<file path="src/rtl/frame_checker_32_if.sv">
// Xillybus 32-bit write pipe as seen by the FPGA user logic.
// master = host/core side, slave = the receiving user block.
interface frame_checker_32_if;
    logic        wr_en;
    logic [31:0] wr_data;
    logic        wr_open;
    logic        wr_full;

    modport master (output wr_en, output wr_data, output wr_open, input wr_full);
    modport slave  (input wr_en, input wr_data, input wr_open, output wr_full);
endinterface

</file>
<file path="src/rtl/frame_checker_32.sv">
// Receive-side checker for head/payload/tail test frames on the 32-bit write pipe.
// Keeps saturating good/bad/word-error/abort counters for status readout.
//
// state   | meaning
// --------+---------------------------------------------------------------
// HUNT    | discarding words until a HEAD_WORD is accepted
// PAYLOAD | checking payload word idx against {2*idx-1, 2*idx}
// TAIL    | expecting TAIL_WORD; closes the frame either way
module frame_checker_32 #(
    parameter int          PAYLOAD_WORDS = 24,
    parameter logic [31:0] HEAD_WORD     = 32'hAAAAAAAA,
    parameter logic [31:0] TAIL_WORD     = 32'hF0F0F0F0,
    parameter int          CNT_W         = 32
) (
    input  logic                bus_clk,
    input  logic                rst_n,
    frame_checker_32_if.slave   wr,
    input  logic                clr_stats,
    output logic [CNT_W-1:0]    frame_ok_cnt,
    output logic [CNT_W-1:0]    frame_err_cnt,
    output logic [CNT_W-1:0]    word_err_cnt,
    output logic [CNT_W-1:0]    abort_cnt,
    output logic [7:0]          last_err_idx,
    output logic                frame_done,
    output logic                frame_good,
    output logic                in_sync,
    output logic                led_activity
);

    typedef enum logic [1:0] {
        HUNT    = 2'd0,
        PAYLOAD = 2'd1,
        TAIL    = 2'd2
    } state_t;

    localparam logic [7:0] LAST_IDX = 8'(PAYLOAD_WORDS);

    state_t     state;
    logic [7:0] idx;
    logic       frame_bad;

    logic accept;
    logic abort_hit;
    logic word_err_hit;
    logic ok_hit;
    logic err_hit;

    function automatic logic [31:0] expected_word(input logic [7:0] i);
        logic [15:0] even;
        even = {7'd0, i, 1'b0};
        return {even - 16'd1, even};
    endfunction

    function automatic logic [CNT_W-1:0] sat_inc(input logic [CNT_W-1:0] v);
        return (&v) ? v : v + 1'b1;
    endfunction

    // The block never stalls the core; full only flags that we are held in reset.
    assign wr.wr_full = ~rst_n;
    assign accept     = wr.wr_en & ~wr.wr_full;

    always_comb begin
        abort_hit    = 1'b0;
        word_err_hit = 1'b0;
        ok_hit       = 1'b0;
        err_hit      = 1'b0;
        if (!wr.wr_open && state != HUNT) begin
            abort_hit = 1'b1;
        end else if (accept) begin
            if (state == PAYLOAD && wr.wr_data != expected_word(idx)) begin
                word_err_hit = 1'b1;
            end
            if (state == TAIL) begin
                ok_hit  = (wr.wr_data == TAIL_WORD) && !frame_bad;
                err_hit = !((wr.wr_data == TAIL_WORD) && !frame_bad);
            end
        end
    end

    always_ff @(posedge bus_clk) begin
        if (!rst_n) begin
            state        <= HUNT;
            idx          <= 8'd0;
            frame_bad    <= 1'b0;
            frame_done   <= 1'b0;
            frame_good   <= 1'b0;
            in_sync      <= 1'b0;
            led_activity <= 1'b0;
        end else begin
            frame_done   <= 1'b0;
            frame_good   <= 1'b0;
            led_activity <= accept;
            if (abort_hit) begin
                state     <= HUNT;
                idx       <= 8'd0;
                frame_bad <= 1'b0;
                in_sync   <= 1'b0;
            end else if (accept) begin
                case (state)
                    HUNT: begin
                        if (wr.wr_data == HEAD_WORD) begin
                            state   <= PAYLOAD;
                            idx     <= 8'd1;
                            in_sync <= 1'b1;
                        end
                    end
                    PAYLOAD: begin
                        if (word_err_hit) begin
                            frame_bad <= 1'b1;
                        end
                        if (idx == LAST_IDX) begin
                            state <= TAIL;
                        end else begin
                            idx <= idx + 8'd1;
                        end
                    end
                    TAIL: begin
                        frame_done <= 1'b1;
                        frame_good <= ok_hit;
                        frame_bad  <= 1'b0;
                        state      <= HUNT;
                        idx        <= 8'd0;
                        in_sync    <= 1'b0;
                    end
                    default: begin
                        state   <= HUNT;
                        idx     <= 8'd0;
                        in_sync <= 1'b0;
                    end
                endcase
            end
        end
    end

    // A clear on the same edge as an increment leaves the counter at zero.
    always_ff @(posedge bus_clk) begin
        if (!rst_n || clr_stats) begin
            frame_ok_cnt  <= '0;
            frame_err_cnt <= '0;
            word_err_cnt  <= '0;
            abort_cnt     <= '0;
        end else begin
            if (ok_hit)       frame_ok_cnt  <= sat_inc(frame_ok_cnt);
            if (err_hit)      frame_err_cnt <= sat_inc(frame_err_cnt);
            if (word_err_hit) word_err_cnt  <= sat_inc(word_err_cnt);
            if (abort_hit)    abort_cnt     <= sat_inc(abort_cnt);
        end
    end

    always_ff @(posedge bus_clk) begin
        if (!rst_n) begin
            last_err_idx <= 8'd0;
        end else if (word_err_hit) begin
            last_err_idx <= idx;
        end
    end

endmodule

</file>
<file path="src/flat_wrapper.sv">
// flat-port wrapper written by rule: the top's interface ports become plain ports
module frame_checker_32_flat 
#(
    parameter int          PAYLOAD_WORDS = 24,
    parameter logic [31:0] HEAD_WORD     = 32'hAAAAAAAA,
    parameter logic [31:0] TAIL_WORD     = 32'hF0F0F0F0,
    parameter int          CNT_W         = 32
)
  (bus_clk, rst_n, clr_stats, frame_ok_cnt, frame_err_cnt, word_err_cnt, abort_cnt, last_err_idx, frame_done, frame_good, in_sync, led_activity, wr_wr_en, wr_wr_data, wr_wr_open, wr_wr_full);
  frame_checker_32_if wr_i ();
  input  logic bus_clk;
  input  logic rst_n;
  input  logic clr_stats;
  output logic [CNT_W-1:0] frame_ok_cnt;
  output logic [CNT_W-1:0] frame_err_cnt;
  output logic [CNT_W-1:0] word_err_cnt;
  output logic [CNT_W-1:0] abort_cnt;
  output logic [7:0] last_err_idx;
  output logic frame_done;
  output logic frame_good;
  output logic in_sync;
  output logic led_activity;
  input wire logic [$bits(wr_i.wr_en)-1:0] wr_wr_en;
  input wire logic [$bits(wr_i.wr_data)-1:0] wr_wr_data;
  input wire logic [$bits(wr_i.wr_open)-1:0] wr_wr_open;
  output wire logic [$bits(wr_i.wr_full)-1:0] wr_wr_full;
  assign wr_i.wr_en = wr_wr_en;
  assign wr_i.wr_data = wr_wr_data;
  assign wr_i.wr_open = wr_wr_open;
  assign wr_wr_full = wr_i.wr_full;
  frame_checker_32 #(.PAYLOAD_WORDS(PAYLOAD_WORDS), .HEAD_WORD(HEAD_WORD), .TAIL_WORD(TAIL_WORD), .CNT_W(CNT_W)) u_core (.bus_clk(bus_clk), .rst_n(rst_n), .wr(wr_i), .clr_stats(clr_stats), .frame_ok_cnt(frame_ok_cnt), .frame_err_cnt(frame_err_cnt), .word_err_cnt(word_err_cnt), .abort_cnt(abort_cnt), .last_err_idx(last_err_idx), .frame_done(frame_done), .frame_good(frame_good), .in_sync(in_sync), .led_activity(led_activity));
endmodule
</file>
<file path="config.mk">
export PLATFORM = sky130hd
export DESIGN_NAME = frame_checker_32_flat
export DESIGN_NICKNAME = d
export VERILOG_FILES = /design/src/rtl/frame_checker_32_if.sv /design/src/rtl/frame_checker_32.sv /design/src/flat_wrapper.sv
export SDC_FILE = /design/constraint.sdc
export NUM_CORES = 1
export LEC_CHECK = 0
export CAP_MARGIN = 10
export CORE_MARGIN = 2
export CORE_UTILIZATION = 30
export CTS_BUF_LIST = sky130_fd_sc_hd__clkbuf_4
export CTS_CLUSTER_SIZE = 20
export DETAILED_ROUTE_END_ITERATION = 12
export GPL_TIMING_DRIVEN = 0
export MAX_ROUTING_LAYER = met4
export PLACE_DENSITY = 0.5
export SLEW_MARGIN = 20
export SYNTH_ARGS = -nofsm -noshare
export SYNTH_HDL_FRONTEND = slang
export SYNTH_SLANG_ARGS = --single-unit
</file>
<file path="constraint.sdc">
create_clock -name bus_clk -period 4.4 [get_ports bus_clk]
set_input_delay 0.88 -clock bus_clk [delete_from_list [all_inputs] [get_ports bus_clk]]
set_output_delay 0.88 -clock bus_clk [all_outputs]
set_load 0.01 [all_outputs]
</file>
## After elaboration in Yosys (flattened, before gate mapping)

Cells that the tools add are included.

| word-level totals | value |
|---|---|
| bits in registers | 151 |
| bits of input ports | 37 |
| output and inout bits | 141 |
| word-level logic and storage cells | 84 |

| operators by class | value |
|---|---|
| add/sub/neg operators | 6 |
| equality and inequality tests | 10 |
| muxes and demuxes | 21 |
| bitwise logic cells | 9 |
| reductions and logical operators | 26 |

Operator list:

| kind | count |
|---|---|
| adder 32 x 1 -> 32 bit (second input constant) | 4 |
| AND reduction 32 bit | 4 |
| == test 32 bit (second input constant) | 2 |
| inequality test 32 bit | 1 |
| two-way mux 8 bit | 2 |
| one-hot mux 8 bit (2 select lines) | 1 |
| two-way mux 1 bit | 13 |
| AND reduction 3 bit | 4 |
| subtractor 9 x 1 -> 10 bit (second input constant) | 1 |
| adder 8 x 1 -> 8 bit (second input constant) | 1 |
| == test 8 x 5 -> 1 bit (second input constant) | 1 |
| NOT 1 bit | 8 |
| AND reduction 2 bit | 4 |
| logical NOT 1 bit | 4 |
| two-way mux 2 bit | 2 |
| inequality test 2 x 1 -> 1 bit (second input constant) | 2 |
| inequality test 2 bit (second input constant) | 2 |
| one-hot mux 1 bit (2 select lines) | 2 |
| one-hot mux 2 bit (2 select lines) | 1 |
| nonzero test 2 bit | 2 |
| OR reduction 4 bit | 1 |
| logical AND 1 bit | 3 |
| OR reduction 3 bit | 1 |
| == test 2 x 1 -> 1 bit (second input constant) | 1 |
| other kinds (5) | 5 |

## Logic depth before layout (Yosys ltp)

| logic depth | value |
|---|---|
| depth after elaboration | 8 |
| mapped depth | 12 |
| depth with buffers taken out | 9 |

## Worst setup path before layout

Ideal clock, no wire load.

| path | value |
|---|---|
| path kind | in2reg |
| start | in wr_wr_data[9] |
| end | reg u_core.frame_ok_cnt[30] |
| arrival | 3.000 ns |
| required time | 4.329 ns |
| setup slack | 1.330 ns |
| stages | 7 |
| path through | or2_1 or4_4 or3_4 or4_1 buf_2 or3_1 a21oi_1 |

| on the way | value |
|---|---|
| cells in the longest elaborated chain, start to end | 6 |

Ends and longest elaborated chain:

| item | line | source |
|---|---|---|
| start, declared | flat_wrapper.sv:24 | `input wire logic [$bits(wr_i.wr_data)-1:0] wr_wr_data;` |
| == test 32 bit | frame_checker_32.sv:74 | `ok_hit = (wr.wr_data == TAIL_WORD) && !frame_bad;` |
| logical AND 1 bit | frame_checker_32.sv:74 |  |
| two-way mux 1 bit | frame_checker_32.sv:73 | `if (state == TAIL) begin` |
| two-way mux 1 bit | frame_checker_32.sv:69 | `end else if (accept) begin` |
| two-way mux 1 bit | frame_checker_32.sv:67 | `if (!wr.wr_open && state != HUNT) begin` |
| AND reduction 2 bit (no source line) | - |  |
| end signal, assigned | frame_checker_32.sv:143 | `if (ok_hit) frame_ok_cnt <= sat_inc(frame_ok_cnt);` |
| end, declared | frame_checker_32.sv:19 | `output logic [CNT_W-1:0] frame_ok_cnt,` |

Every way passes these cells.
A chain may end at the register's enable or synchronous reset.

## Worst setup path in the final report

| path | value |
|---|---|
| start | reg u_core.idx[0] |
| end | reg u_core.word_err_cnt[1] |

| on the way | value |
|---|---|
| cells in the longest elaborated chain, start to end | 7 |

Ends and longest elaborated chain:

| item | line | source |
|---|---|---|
| start, declared | frame_checker_32.sv:39 | `logic [7:0] idx;` |
| start signal, assigned | frame_checker_32.sv:114 | `idx <= idx + 8'd1;` |
| subtractor 9 x 1 -> 10 bit | frame_checker_32.sv:51 | `return {even - 16'd1, even};` |
| inequality test 32 bit (*) | frame_checker_32.sv:70 | `if (state == PAYLOAD && wr.wr_data != expected_word(idx)) begin` |
| logical AND 1 bit (*) | frame_checker_32.sv:70 |  |
| two-way mux 1 bit (*) | frame_checker_32.sv:70 |  |
| two-way mux 1 bit (*) | frame_checker_32.sv:69 |  |
| two-way mux 1 bit (*) | frame_checker_32.sv:67 |  |
| AND reduction 2 bit (no source line) (*) | - |  |
| end signal, assigned | frame_checker_32.sv:145 | `if (word_err_hit) word_err_cnt <= sat_inc(word_err_cnt);` |
| end, declared | frame_checker_32.sv:21 | `output logic [CNT_W-1:0] word_err_cnt,` |

Every way passes the cells marked *; elsewhere a longest branch is shown, timed or not.

==> results.py <==
metrics = {
    "timing": {
        "skew_ps": 45.2,
        "rsz0062_at_grt": "no",
        "slew_violations": 0,
        "finalSetupViolations": 0,
        "fin_crit_sh_pct": 80.0,
        "post-route-min-period_ps": 3520,
        "worstMarginPinSlew_ps": 874,
        "timing.setup.tns_ps": 0,
        "max_freq_mhz": 284,
        "hold_viol_final": 0,
        "slew_headroom_pct": 41.3,
    },
    "worst_setup_path": {
        "crit_family": "buffers and inverters",
        "required_ps": 4870,
        "cp-end-kind": "flip-flop",
        "critPathMaxStageDelay_ps": 460,
        "rr_worst_depth": 11,
        "worstSetupStartpointType": "flip-flop",
        "worst-path-max-fanout": 10,
        "crit_cells": 11,
        "path_buf_inv": 4,
        "cpMostUsedCell": "clkbuf_1",
        "crit_slowest_cell": "clkbuf_1",
        "crit_type": "reg2reg",
        "worstPathArrival_ps": 3980,
        "crit_chain": "clkbuf_1 > inv_1 > ha_1 > o21ba_2 > a221oi_1 > o22ai_1 > and4bb_1 > buf_2 > clkbuf_1 > o21ai_0 > a21oi_1",
    },
    "worst_hold_path": {
        "hold_depth": 2,
        "min_path_type": "reg2reg",
    },
    "global_route": {
        "globalRoute.busiestLayer": "met2",
        "use_met2_pct": 29.2,
        "grt_use_met3_pct": 5.73,
        "grt_pass1_wl_um": 39400,
        "gr-total-overflow": 0,
        "grt_pass1_vias": 7284,
        "grt_antenna_before_repair": 7,
        "grt_use_met1_pct": 24.8,
        "grt_max_degree": 17,
        "track_usage_pct": 19.1,
    },
    "drt": {
        "postRouteAntennaNets": 0,
        "post_drt_wl_per_cell_um": 16.6,
        "dr.pass1.iters": 5,
        "routed_via_density": 5.03,
        "drc": 0,
        "first_iter_violations": 414,
        "vias": 7509,
        "postRouteWirelength_um": 24700,
    },
    "placed_design": {
        "dp_cells": 1455,
        "gp_congestion": 0.826,
        "io_buffer_count": 177,
        "dpl_cell_area_sq_um": 9880,
        "hpwl_um": 18400,
    },
    "synthesis": {
        "synth_edf_count": 0,
        "synth.distinct_cells": 64,
        "ys_ff_latch": 151,
        "muxShareOfSynthArea_pct": 1.56,
        "synth_xor_area_share_pct": 12.1,
        "synthArstFlopShare_pct": 0,
        "synth.top_cell.area_share_pct": 39.3,
        "synth-simple-area-share_pct": 34.7,
        "yosys.area.top_type": "dfxtp_1",
        "synth_cells": 948,
        "synthAdderAreaFrac_pct": 1.14,
        "synth_top_family_by_area": "simple AND/OR/NAND/NOR gates",
        "avgSynthCellArea_sq_um": 8.11,
        "synth_area_sq_um": 7690,
        "synth_compound_area_share_pct": 7.86,
        "synthFlopType": "dfxtp_1",
        "syn_nets": 992,
        "yosys-top-cells-area": "dfxtp_1 (39%), xor2_1 (6.1%), nor2_1 (6.0%)",
        "yosysSeqAreaShare_pct": 39.3,
        "yosysWarnings": 0,
    },
    "layout": {
        "multi_input_area_sq_um": 4410,
        "drive_gt1_share_pct": 5.88,
        "fillers": 2581,
        "final_cells": 1494,
        "areaGrowthSynthToFinish_pct": 32.3,
        "nNetsFinal": 1188,
        "final_area_sq_um": 10200,
        "seq_area_sq_um": 3020,
        "layout_common_cells": "clkdlybuf4s50_1 (177), dfxtp_1 (151), nor2_1 (123)",
        "final_common_cell": "clkdlybuf4s50_1",
    },
    "status": {
        "outcome": "completed",
    },
    "clocking": {
        "postCtsSetupBuffers": 0,
        "clock_latency_ps": 570,
        "cts-hold-fix-buffers": 0,
        "htree_levels": 4,
        "cts_tree": "done",
        "numCtsBuffers": 17,
        "path_clk_slew_ps": 130,
        "ctsResizeCount": 0,
        "cts_buffer_depth": 2,
        "cts_sinks": 151,
        "clockRootBuffer": "clkbuf_4",
    },
    "power_and_ir_drop": {
        "peakVddDrop_mv": 0.134,
        "powerDensity_nw_per_um2": 238,
        "p_total_w": 0.00242,
        "p_leak_nw": 3.09,
    },
    "floorplanning": {
        "core_sq_um": 25200,
        "dieArea_sq_um": 26900,
        "die_x_um": 164,
        "start_util_pct": 30.5,
        "pin_count": 178,
        "die_y_um": 164,
        "fp-row-count": 58,
    },
    "flow_run": {
        "maxCapViolCount": 0,
    },
}
## synthesized netlist by cell type (all sizes together) (3+ instances only)
| cell type | n |
|---|---|
| nand4 | 44 |
| nand4b | 3 |
| and3b | 3 |
| inv | 16 |
| mux2i | 12 |
| xor2 | 54 |
| nor3 | 45 |
| buf | 11 |
| nand3 | 54 |
| or2 | 19 |
| dfxtp | 151 |
| o31ai | 16 |
| or4 | 22 |
| clkbuf | 38 |
| and4b | 3 |
| or3 | 18 |
| nor4b | 3 |
| xnor2 | 52 |
| nand2 | 93 |
| a21oi | 36 |
| nor2 | 124 |
| nor4 | 30 |
| nand2b | 4 |
| and3 | 23 |
| o211ai | 3 |
| ha | 7 |
| nor2b | 3 |
| o21ai | 18 |
| and4 | 12 |
## worst reg2reg max path, cell delays in order, from the launching register on
cell      delay, ps
dfxtp_1         430
clkbuf_1        460
inv_1           170
ha_1            300
o21ba_2         230
a221oi_1        300
o22ai_1         160
and4bb_1        380
buf_2           250
clkbuf_1        430
o21ai_0         170
a21oi_1         150
## per-stage QoR
stage / hold WS [ps] / utilization [%] / setup slack (ps)
finish: 468 / 40.4 / 881
global route: 500 / 40.4 / 648
CTS: 469 / 40.4 / 926
detailed placement: 453 / 39.2 / 369
global placement: 448 / 39.2 / 398
floorplan: 469 / - / 1330
## cells by family after synthesis
| family | after synthesis |
|---|---|
| AND/OR/NAND/NOR | 511 |
| buffers and inverters | 65 |
| flip-flops | 151 |
| XOR/XNOR | 106 |
| AO/OA/AOI/OAI | 96 |
| adder cells (fa/ha/maj) | 7 |
| multiplexers | 12 |
## per-layer routing
layer | part of all wire [%] | vias up
met2 | 45 | 184
met5 | 0 | -
met4 | 1.1 | 0
met1 | 47 | 3527
li1 | - | 3784
met3 | 6.9 | 14
## area by class of cell
cell class,instances,share of cell area [%]
antenna,7,0.172
buffer,49,1.97
clock buffer,18,1.33
clock inverter,14,1.46
inverter,16,0.590
multi-input combinational,732,43.3
sequential,151,29.7
tap,330,4.06
timing repair buffer,177,17.4
## flip-flops by register name (all words and copies together), names as in the netlist, 2 cells and up
| name | flops |
|---|---|
| u_core.state | 2 |
| u_core.last_err_idx | 8 |
| u_core.word_err_cnt | 32 |
| u_core.abort_cnt | 32 |
| u_core.idx | 8 |
| u_core.frame_ok_cnt | 32 |
| u_core.frame_err_cnt | 32 |
## path summary, 6_finish.rpt
path	start	end	slack (ps)
setup / recovery	u_core.idx[0]$_SDFFE_PP0P_	u_core.word_err_cnt[1]$_SDFFE_PP0P_	880
hold / removal	u_core.last_err_idx[6]$_SDFFE_PN0P_	u_core.last_err_idx[6]$_SDFFE_PN0P_	470
setup reg to reg	u_core.idx[0]$_SDFFE_PP0P_	u_core.word_err_cnt[1]$_SDFFE_PP0P_	880
hold reg to reg	u_core.last_err_idx[6]$_SDFFE_PN0P_	u_core.last_err_idx[6]$_SDFFE_PN0P_	470
## report_power, final
part | internal, W | switching [W] | total, W
combinational | 0.0000598 | 0.0000798 | 0.000140
clock | 0.000347 | 0.000562 | 0.000908
sequential | 0.00137 | 0.00000185 | 0.00137
total | 0.00178 | 0.000643 | 0.00242
No activity file was read; power rests on OpenSTA's default activity.
